===== config.mk =====
export PLATFORM = sky130hd
export DESIGN_NAME = robo_atuador
export DESIGN_NICKNAME = d
export VERILOG_FILES = /design/src/rtl/robo_pkg.sv /design/src/rtl/gerador_passo.sv /design/src/rtl/robo_atuador.sv
export SDC_FILE = /design/constraint.sdc
export NUM_CORES = 1
export LEC_CHECK = 0
export CAP_MARGIN = 15
export CORE_MARGIN = 2
export CORE_UTILIZATION = 48
export CTS_CLUSTER_DIAMETER = 120
export DETAILED_ROUTE_END_ITERATION = 12
export GPL_TIMING_DRIVEN = 0
export PLACE_DENSITY_LB_ADDON = 0.25
export SETUP_SLACK_MARGIN = 0.15
export SLEW_MARGIN = 20
export SYNTH_ARGS = -nofsm -noshare
export SYNTH_HDL_FRONTEND = slang
export SYNTH_HIERARCHICAL = 1
export SYNTH_SLANG_ARGS = --single-unit

===== constraint.sdc =====
create_clock -name clock -period 4.46 [get_ports clock]
set_input_delay 0.446 -clock clock [delete_from_list [all_inputs] [get_ports clock]]
set_output_delay 0.446 -clock clock [all_outputs]
set_load 0.01 [all_outputs]

===== src/rtl/robo_pkg.sv =====
// ---------------------------------------------------------------------------
// robo_pkg
// Shared definitions for the wheel actuator driver (robo_atuador).
//   estado_t     : actuator FSM states (OCIOSO, AVANCANDO, GIRANDO, PAUSA)
//   FRENTE / RE  : wheel direction line values (forward / reverse)
//   max_int      : elaboration-time maximum, used to size the step counter
// ---------------------------------------------------------------------------
package robo_pkg;

   typedef enum logic [1:0] {
      OCIOSO    = 2'b00,
      AVANCANDO = 2'b01,
      GIRANDO   = 2'b10,
      PAUSA     = 2'b11
   } estado_t;

   localparam logic FRENTE = 1'b1;
   localparam logic RE     = 1'b0;

   function automatic int max_int(input int a, input int b);
      return (a > b) ? a : b;
   endfunction

endpackage


===== src/rtl/gerador_passo.sv =====
// ---------------------------------------------------------------------------
// gerador_passo
// Step pulse generator: a clock divider plus a step counter. A burst is
// started by i_start (both counters load 0) and advances while i_ativo is
// high, producing one single-cycle pulse every DIV_PASSO cycles.
// Optional feature (macro ROBO_ATUADOR_RAMPA_EN): soft start, the first
// step period of each burst lasts 2*DIV_PASSO cycles.
// Ports:
//   clock     in   system clock
//   reset     in   asynchronous active-low reset
//   i_start   in   load both counters with 0 (command accepted)
//   i_ativo   in   burst in progress, counters advance
//   i_n       in   number of steps of the current burst (>= 1)
//   o_pulso   out  step pulse, one cycle wide
//   o_ultimo  out  high together with the pulse of step N
// ---------------------------------------------------------------------------
module gerador_passo
   import robo_pkg::*;
#(
   parameter int DIV_PASSO = 4,
   parameter int CW        = 4
) (
   input  logic          clock,
   input  logic          reset,
   input  logic          i_start,
   input  logic          i_ativo,
   input  logic [CW-1:0] i_n,
   output logic          o_pulso,
   output logic          o_ultimo
);

   localparam int            DW      = $clog2(DIV_PASSO);
   localparam logic [DW-1:0] DIV_MAX = DW'(DIV_PASSO - 1);

   logic [DW-1:0] r_div;
   logic [CW-1:0] r_cnt;
   logic          w_fimPeriodo;
   logic          w_pulso;

   assign w_fimPeriodo = (r_div == DIV_MAX);

   // Divider wraps at the end of every period; the step counter only
   // counts periods that actually emitted a pulse, so a soft-start period
   // does not consume a step and the counter stops at N when the burst ends.
   always_ff @(posedge clock or negedge reset) begin
      if (!reset) begin
         r_div <= '0;
         r_cnt <= '0;
      end else if (i_start) begin
         r_div <= '0;
         r_cnt <= '0;
      end else if (i_ativo) begin
         if (w_fimPeriodo) begin
            r_div <= '0;
            if (w_pulso)
               r_cnt <= r_cnt + CW'(1);
         end else begin
            r_div <= r_div + DW'(1);
         end
      end
   end

`ifdef ROBO_ATUADOR_RAMPA_EN
   logic r_rampa;

   // Soft start: the first divider period of a burst is swallowed, which
   // stretches the first step period to twice its nominal length.
   always_ff @(posedge clock or negedge reset) begin
      if (!reset)
         r_rampa <= 1'b0;
      else if (i_start)
         r_rampa <= 1'b1;
      else if (i_ativo && w_fimPeriodo)
         r_rampa <= 1'b0;
   end

   assign w_pulso = i_ativo && w_fimPeriodo && !r_rampa;
`else
   assign w_pulso = i_ativo && w_fimPeriodo;
`endif

   assign o_pulso  = w_pulso;
   assign o_ultimo = w_pulso && (r_cnt == (i_n - CW'(1)));

endmodule


===== src/rtl/robo_atuador.sv =====
// ---------------------------------------------------------------------------
// robo_atuador
// Wheel actuator driver. Accepts avancar/girar commands while idle and turns
// each into a fixed burst of step pulses on both wheels with direction lines,
// reporting ocupado, concluido and erro back to the controller.
// Optional feature (macro ROBO_ATUADOR_RAMPA_EN, implemented in
// gerador_passo): soft start, first step period doubled.
// Ports:
//   clock        in   system clock, rising edge
//   reset        in   asynchronous active-low reset
//   avancar      in   forward command
//   girar        in   rotate command
//   passo_esq    out  left wheel step pulse
//   passo_dir    out  right wheel step pulse
//   sentido_esq  out  left wheel direction (1 = forward)
//   sentido_dir  out  right wheel direction (1 = forward)
//   ocupado      out  command executing, new commands ignored
//   concluido    out  one-cycle pulse when a command finishes
//   erro         out  one-cycle pulse per rejected conflicting command
// ---------------------------------------------------------------------------
module robo_atuador
   import robo_pkg::*;
#(
   parameter int PASSOS_AVANCO = 8,
   parameter int PASSOS_GIRO   = 4,
   parameter int DIV_PASSO     = 4
) (
   input  logic clock,
   input  logic reset,
   input  logic avancar,
   input  logic girar,
   output logic passo_esq,
   output logic passo_dir,
   output logic sentido_esq,
   output logic sentido_dir,
   output logic ocupado,
   output logic concluido,
   output logic erro
);

   localparam int CW = $clog2(max_int(PASSOS_AVANCO, PASSOS_GIRO) + 1);

   estado_t       r_estado;
   estado_t       w_prox;
   logic          r_erro;
   logic          w_start;
   logic          w_ativo;
   logic          w_pulso;
   logic          w_ultimo;
   logic [CW-1:0] w_n;

   assign w_ativo = (r_estado == AVANCANDO) || (r_estado == GIRANDO);
   assign w_n     = (r_estado == GIRANDO) ? CW'(PASSOS_GIRO) : CW'(PASSOS_AVANCO);

   gerador_passo #(
      .DIV_PASSO (DIV_PASSO),
      .CW        (CW)
   ) u_gerador (
      .clock    (clock),
      .reset    (reset),
      .i_start  (w_start),
      .i_ativo  (w_ativo),
      .i_n      (w_n),
      .o_pulso  (w_pulso),
      .o_ultimo (w_ultimo)
   );

   // State register. The error flag is registered so that a conflicting
   // sample shows up as erro in the following cycle, once per 11 sample.
   always_ff @(posedge clock or negedge reset) begin
      if (!reset) begin
         r_estado <= OCIOSO;
         r_erro   <= 1'b0;
      end else begin
         r_estado <= w_prox;
         r_erro   <= (r_estado == OCIOSO) && avancar && girar;
      end
   end

   // Next state and Moore outputs. Commands are only looked at in OCIOSO;
   // a conflicting pair is dropped without leaving the idle state.
   always_comb begin
      w_prox      = r_estado;
      w_start     = 1'b0;
      sentido_esq = RE;
      sentido_dir = RE;
      ocupado     = 1'b0;
      concluido   = 1'b0;
      case (r_estado)
         OCIOSO: begin
            if (avancar && !girar) begin
               w_prox  = AVANCANDO;
               w_start = 1'b1;
            end else if (girar && !avancar) begin
               w_prox  = GIRANDO;
               w_start = 1'b1;
            end
         end
         AVANCANDO: begin
            sentido_esq = FRENTE;
            sentido_dir = FRENTE;
            ocupado     = 1'b1;
            if (w_ultimo)
               w_prox = PAUSA;
         end
         GIRANDO: begin
            sentido_esq = FRENTE;
            sentido_dir = RE;
            ocupado     = 1'b1;
            if (w_ultimo)
               w_prox = PAUSA;
         end
         PAUSA: begin
            ocupado   = 1'b1;
            concluido = 1'b1;
            w_prox    = OCIOSO;
         end
         default: w_prox = OCIOSO;
      endcase
   end

   assign passo_esq = w_pulso;
   assign passo_dir = w_pulso;
   assign erro      = r_erro;

endmodule

==> run_results.csv, run 1 <==
group,metric,value,unit
timing,setup_violations,0,
floorplan,die_w,40.6,um
clocking,clk_pin_slew_worst_paths,0.06,ns
floorplan,die_h,40.6,um
clocking,cts-htree-levels,1,
power_and_ir_drop,sequentialPowerShare,26.7,%
synthesis,synth.area.top_cells,"dfrtp_1, ha_1, xnor2_1",
power_and_ir_drop,p_leak,0.000384,uW
clocking,numCtsBuffers,3,
critical_path,worstReg2RegStart,"r_estado[0]$_DFFE_PN0P_",
route,drt-pass1-iter-count,2,
floorplan,core_region_area,1270,um^2
synthesis,synth_top_cell_by_area,"dfrtp_1",
clocking,cts_tree,"built",
clocking,insertion_delay,0.25,ns
layout,final_common_cell,"clkdlybuf4s50_1",
place,port_buffers,10,
power_and_ir_drop,intPower,304,uW
global_routing,grt_pass1_vias,444,
route,wl_per_cell,10.3,um
global_routing,overflow,0,
route,ant_nets,0,
critical_path,crit_path_max_fanout,6,
floorplan,start_util,50.7,%
power_and_ir_drop,ir_worst_vdd,0.397,mV
synthesis,syn-cell-area,643,um^2
critical_path,startpoint_type,"flop",
power_and_ir_drop,clkPwrFrac,11.9,%
critical_path,required,4.01,ns
clocking,post_cts_buffers,0,
power_and_ir_drop,power_density,639,nW/um^2
timing,rsz0062_at_grt,"false",
floorplan,die_area,1650,um^2
run_status,outcome,"finished, final reports clean",
synthesis,yosysSeqAreaShare,35.0,%
layout,area_growth,24.9,%
clocking,cts_sinks,9,
clocking,root_buffer,"clkbuf_4",
power_and_ir_drop,comb_power_share,61.4,%
timing,fin_crit_sh,56.3,%
power_and_ir_drop,p_sw,209,uW
timing,final.setup.tns,0,ns
clocking,ctsResizeCount,0,
hold_path,hold_path_class,"primary input to asynchronous set/reset pin",
timing,fin_worst_skew,0.00216,ns
route,drc_errors,0,
layout,diodes,0,
job,maxCapViolCount,0,
synthesis,yosysUniqueCellTypes,24,
global_routing,grt.total_usage,16.3,%
timing,finalHoldViolCount,0,
timing,max_freq,0.398,GHz
clocking,ctsHoldBuffers,0,
global_routing,antenna_found_initial,0,
place,place_congestion,0.710,
power_and_ir_drop,power,513,uW
route,routed_via_density,4.74,
layout,final_cell_mix,"clkdlybuf4s50_1, inv_1, ha_1, dfrtp_1, nor2_1",
critical_path,startpoint,"r_estado[1]$_DFFE_PN0P_",
place,post-dp-hpwl,830,um
route,wl,1050,um
critical_path,critPathCaptureType,"primary output",
layout,nets,100,
timing,drv_slew,0,
floorplan,rows,13,
route,drt_iter0_drc,3,
synthesis,syn_inst,68,
power_and_ir_drop,swShare,40.7,%
global_routing,grt_pass1_wl,1710,um
global_routing,grt_max_degree,10,
critical_path,critPathKind,"flop to primary output",
synthesis,postSynthAreaPerCell,9.46,um^2
floorplan,io_pins,11,
critical_path,cp.arrival,2.07,ns
synthesis,ys_ff_latch,9,
clocking,clock_path_buffers,2,
route,vias,479,
layout,drive_above_1_share,10.5,%
synthesis,synth_top_area_share,35.0,%
synthesis,ys_warn_count,6,
timing,timing.final.crit_period,2.51,ns
stage by stage:
step | instances | cell area, um^2 | setup WS, ns | hold slack (ns) | utilization, %
3_3_place_gp | 97 | 777 | 2.24 | 0.507 | 61.2
2_1_floorplan | 72 | 658 | 2.64 | 0.150 | -
5_1_grt | 101 | 803 | 1.81 | 0.520 | 63.3
3_5_place_dp | 97 | 777 | 2.21 | 0.525 | 61.2
4_1_cts | 101 | 803 | 1.92 | 0.499 | 63.3
6_report | 101 | 803 | 1.95 | 0.490 | 63.3
cells in the mapped netlist:
cell and n:
nor3_2 1, nor2b_1 2, xor2_1 3, inv_1 9
o31ai_1 1, nand3_1 3, and2b_1 1, mux2i_1 2
nand2_2 1, a21oi_1 2, a221oi_2 1, a2111oi_2 1
o21ai_1 1, buf_4 2, o21ai_0 2, nor3_1 1
dfrtp_1 9, xnor2_1 4, nor2_1 8, nand2_1 2
or3_1 1, ha_1 9, o2111ai_1 1, conb_1 1
critical path, cell delays in order, from the launching register on:
cell and delay (ns):
dfrtp_1 0.39, inv_1 0.09, ha_1 0.36, buf_4 0.18
nand2_2 0.09, inv_1 0.09, buf_4 0.10, clkdlybuf4s50_1 0.52
flip-flops by register name, summed over array words and instances (netlist names):
register and cells:
u_gerador/r_div 2, erro 1, r_estado 2, u_gerador/r_cnt 4
per-layer routing:
metal,global-route usage (%),up-vias,wire [um]
li1,-,252,-
met1,19.0,222,479
met2,27.0,3,535
met3,3.33,2,16
met4,10.0,0,12
met5,0,-,0
power by group through the flow:
stage	combinational, uW	sequential, uW	clock (uW)
after detailed placement	318	139	0
after CTS	319	138	65.5
after global routing	353	140	70.9
after global placement	312	137	0
after floorplan	227	134	0
final	315	137	61.1
logic make-up after synthesis:
logic type                 after synthesis  share of synthesized area (%)
adders and majority gates                9                           17.5
muxes                                    2                           3.11
buffers and inverters                   11                           7.59
and+or+nand+nor                         20                           15.6
xor gates and xnor gates                 7                           9.53
other                                    1                          0.583
AOI/OAI and AO/OA                        9                           11.1
DFF                                      9                           35.0
worst paths after layout:
check | to | slack [ns] | cells after the start
min in group clock | u_gerador/r_div[1]$_DFFE_PN0P_ | 0.54 | 2
setup reg to reg | r_estado[1]$_DFFE_PN0P_ | 2.47 | 8
hold / removal | u_gerador/r_cnt[3]$_DFFE_PN0P_ | 0.49 | 1
hold reg to reg | u_gerador/r_div[1]$_DFFE_PN0P_ | 0.54 | 2
max in group asynchronous | u_gerador/r_div[0]$_DFFE_PN0P_ | 3.68 | 1
setup / recovery | passo_esq | 1.95 | 7
final cells by class:
class                   count  area, um^2
flip-flops and latches      9         225
plain buffers               2        15.0
inverters                   9        33.8
well taps                  15        18.8
clock buffers               4        26.3
fillers                   111         465
repair buffers             10         100
multi-input cells          52         384
Power figures use the tool's default switching activity.
==> inputs of run 2 (changes only) <==
clock period = 2.4 ns   (was 4.46 ns; I/O delays follow)
==> run 2 against run 1 <==
Sequential cell count is the same; clock power is 87% higher; final cell count rose by 0.99%; critical path depth shrank 1; via count rose by 1.5%; setup slack got worse by 1.7 ns; largest power group unchanged; combinational power is 100% higher; clock-buffer cell count stayed put.
==> run_results.csv, run 2 (synthesis results as in run 1) <==
group,metric,value,unit
route,ant_nets,0,
timing,final.setup.tns,0,ns
timing,finalHoldViolCount,0,
global_routing,overflow,0,
timing,fin_crit_sh,88.5,%
critical_path,required,2.16,ns
layout,area_growth,28.4,%
power_and_ir_drop,p_leak,0.000407,uW
route,routed_via_density,4.76,
timing,setup_violations,0,
power_and_ir_drop,clkPwrFrac,11.4,%
power_and_ir_drop,p_sw,399,uW
power_and_ir_drop,ir_worst_vdd,0.753,mV
timing,fin_worst_skew,0.00263,ns
critical_path,worstReg2RegStart,"r_estado[0]$_DFFE_PN0P_",
critical_path,reg2reg_slack,0.36,ns
route,drt_iter0_drc,1,
power_and_ir_drop,sequentialPowerShare,24.9,%
global_routing,grt.total_usage,16.2,%
layout,top_register,"u_gerador/r_cnt",
timing,timing.final.crit_period,2.12,ns
layout,instances_no_fill,102,
critical_path,worstSetupEndpoint,"passo_dir",
timing,rsz0062_at_grt,"false",
route,wl_per_cell,10.6,um
route,wl,1080,um
place,place_ws,0.360,ns
place,dp.cells,97,
global_routing,grt_max_degree,10,
layout,nets,101,
global_routing,grt_pass1_wl,1700,um
layout,reg_top3,"u_gerador/r_cnt x4, r_estado x2, u_gerador/r_div x2",
place,post-dp-hpwl,830,um
clocking,clock_path_buffers,2,
layout,largest_reg_flops,4,
layout,final_core_util,65.1,%
floorplan,start_util,50.7,%
clocking,insertion_delay,0.25,ns
timing,drv_slew,0,
floorplan,die_h,40.6,um
layout,diodes,0,
route,drt-pass1-iter-count,2,
clocking,clk_pin_slew_worst_paths,0.06,ns
hold_path,hold_path_class,"primary input to asynchronous set/reset pin",
power_and_ir_drop,comb_power_share,63.7,%
critical_path,cp.arrival,1.88,ns
critical_path,critPathKind,"flop to primary output",
floorplan,die_area,1650,um^2
layout,fillers,108,
global_routing,antenna_found_initial,0,
critical_path,critPathCaptureType,"primary output",
power_and_ir_drop,power_density,1210,nW/um^2
critical_path,crit_path_max_fanout,6,
place,port_buffers,10,
timing,layout_setup_ws,0.277,ns
job,maxCapViolCount,0,
power_and_ir_drop,swShare,39.9,%
timing,hold_ws,0.283,ns
floorplan,rows,13,
layout,final_cell_mix,"inv_1, dfrtp_1, clkdlybuf4s50_1",
run_status,outcome,"finished, final reports clean",
place,place_congestion,0.710,
critical_path,ff2ff_path_depth,8,
layout,drive_above_1_share,12.6,%
timing,max_freq,0.471,GHz
route,vias,486,
clocking,cts-htree-levels,1,
critical_path,startpoint_type,"flop",
global_routing,grt_pass1_vias,441,
route,drc_errors,0,
critical_path,rr_endpoint,"r_estado[1]$_DFFE_PN0P_",
power_and_ir_drop,intPower,602,uW
floorplan,core_region_area,1270,um^2
floorplan,die_w,40.6,um
clocking,numCtsBuffers,3,
clocking,cts_sinks,9,
critical_path,startpoint,"r_estado[0]$_DFFE_PN0P_",
clocking,cts_tree,"built",
clocking,root_buffer,"clkbuf_4",
floorplan,io_pins,11,
## run 2: worst min-delay path by stage
| stage | from | end | slack [ns] | cells after the start |
|---|---|---|---|---|
| 2_1_floorplan | reset | erro$_DFF_PN0_ | -0.06 | 0 |
| 3_3_place_gp | u_gerador/r_div[1]$_DFFE_PN0P_ | u_gerador/r_div[1]$_DFFE_PN0P_ | 0.51 | 2 |
| 3_5_place_dp | u_gerador/r_div[1]$_DFFE_PN0P_ | u_gerador/r_div[1]$_DFFE_PN0P_ | 0.53 | 2 |
| 4_1_cts | reset | u_gerador/r_cnt[3]$_DFFE_PN0P_ | 0.29 | 1 |
| 5_1_grt | reset | r_estado[0]$_DFFE_PN0P_ | 0.31 | 1 |
| 6_report | reset | u_gerador/r_cnt[3]$_DFFE_PN0P_ | 0.28 | 1 |
## run 2: metal layers
layer / part of all wire (%) / up-vias / global-route usage [%]
li1: - / 257 / -
met1: 45 / 224 / 18.7
met2: 52 / 3 / 27.0
met3: 1.5 / 2 / 3.33
met4: 1.1 / 0 / 10.0
met5: 0 / - / 0
## run 2: layout make-up
class	instances	area, um^2	share of cell area [%]
Multi-Input combinational cell	52	397	48.0
Sequential cell	9	225	27.3
Inverter	9	33.8	4.09
Buffer	2	15.0	1.82
Timing Repair Buffer	11	110	13.3
Tap cell	15	18.8	2.27
Clock buffer	4	26.3	3.18
## run 2: critical path, cell delays in order (launching register included)
cell and delay (ns):
dfrtp_1 0.38, inv_1 0.10, ha_4 0.29, buf_4 0.15, nand2_2 0.09, inv_1 0.09, clkdlybuf4s50_1 0.53
## run 2: repair_timing
| action | CTS | global route |
|---|---|---|
| setup endpoints to repair | 1 | 1 |
| gates resized for setup | 1 | 1 |
| hold endpoints to repair | 0 | 0 |
| hold buffers | 0 | 0 |
| buffers inserted | 1 | 0 |
## run 2: power by group through the flow
stage	Clock [uW]	Combinational (uW)	Sequential (uW)
after detailed placement	0	590	259
after CTS	122	645	250
after global placement	0	581	255
final	114	638	250
after global routing	132	710	255
after floorplan	0	422	249
## run 2: through the flow
step / cell area [um^2] / total power, uW
after global placement: 777 / 836
after CTS: 823 / 1020
final: 826 / 1000
after detailed placement: 777 / 849
after floorplan: 658 / 671
after global routing: 826 / 1100
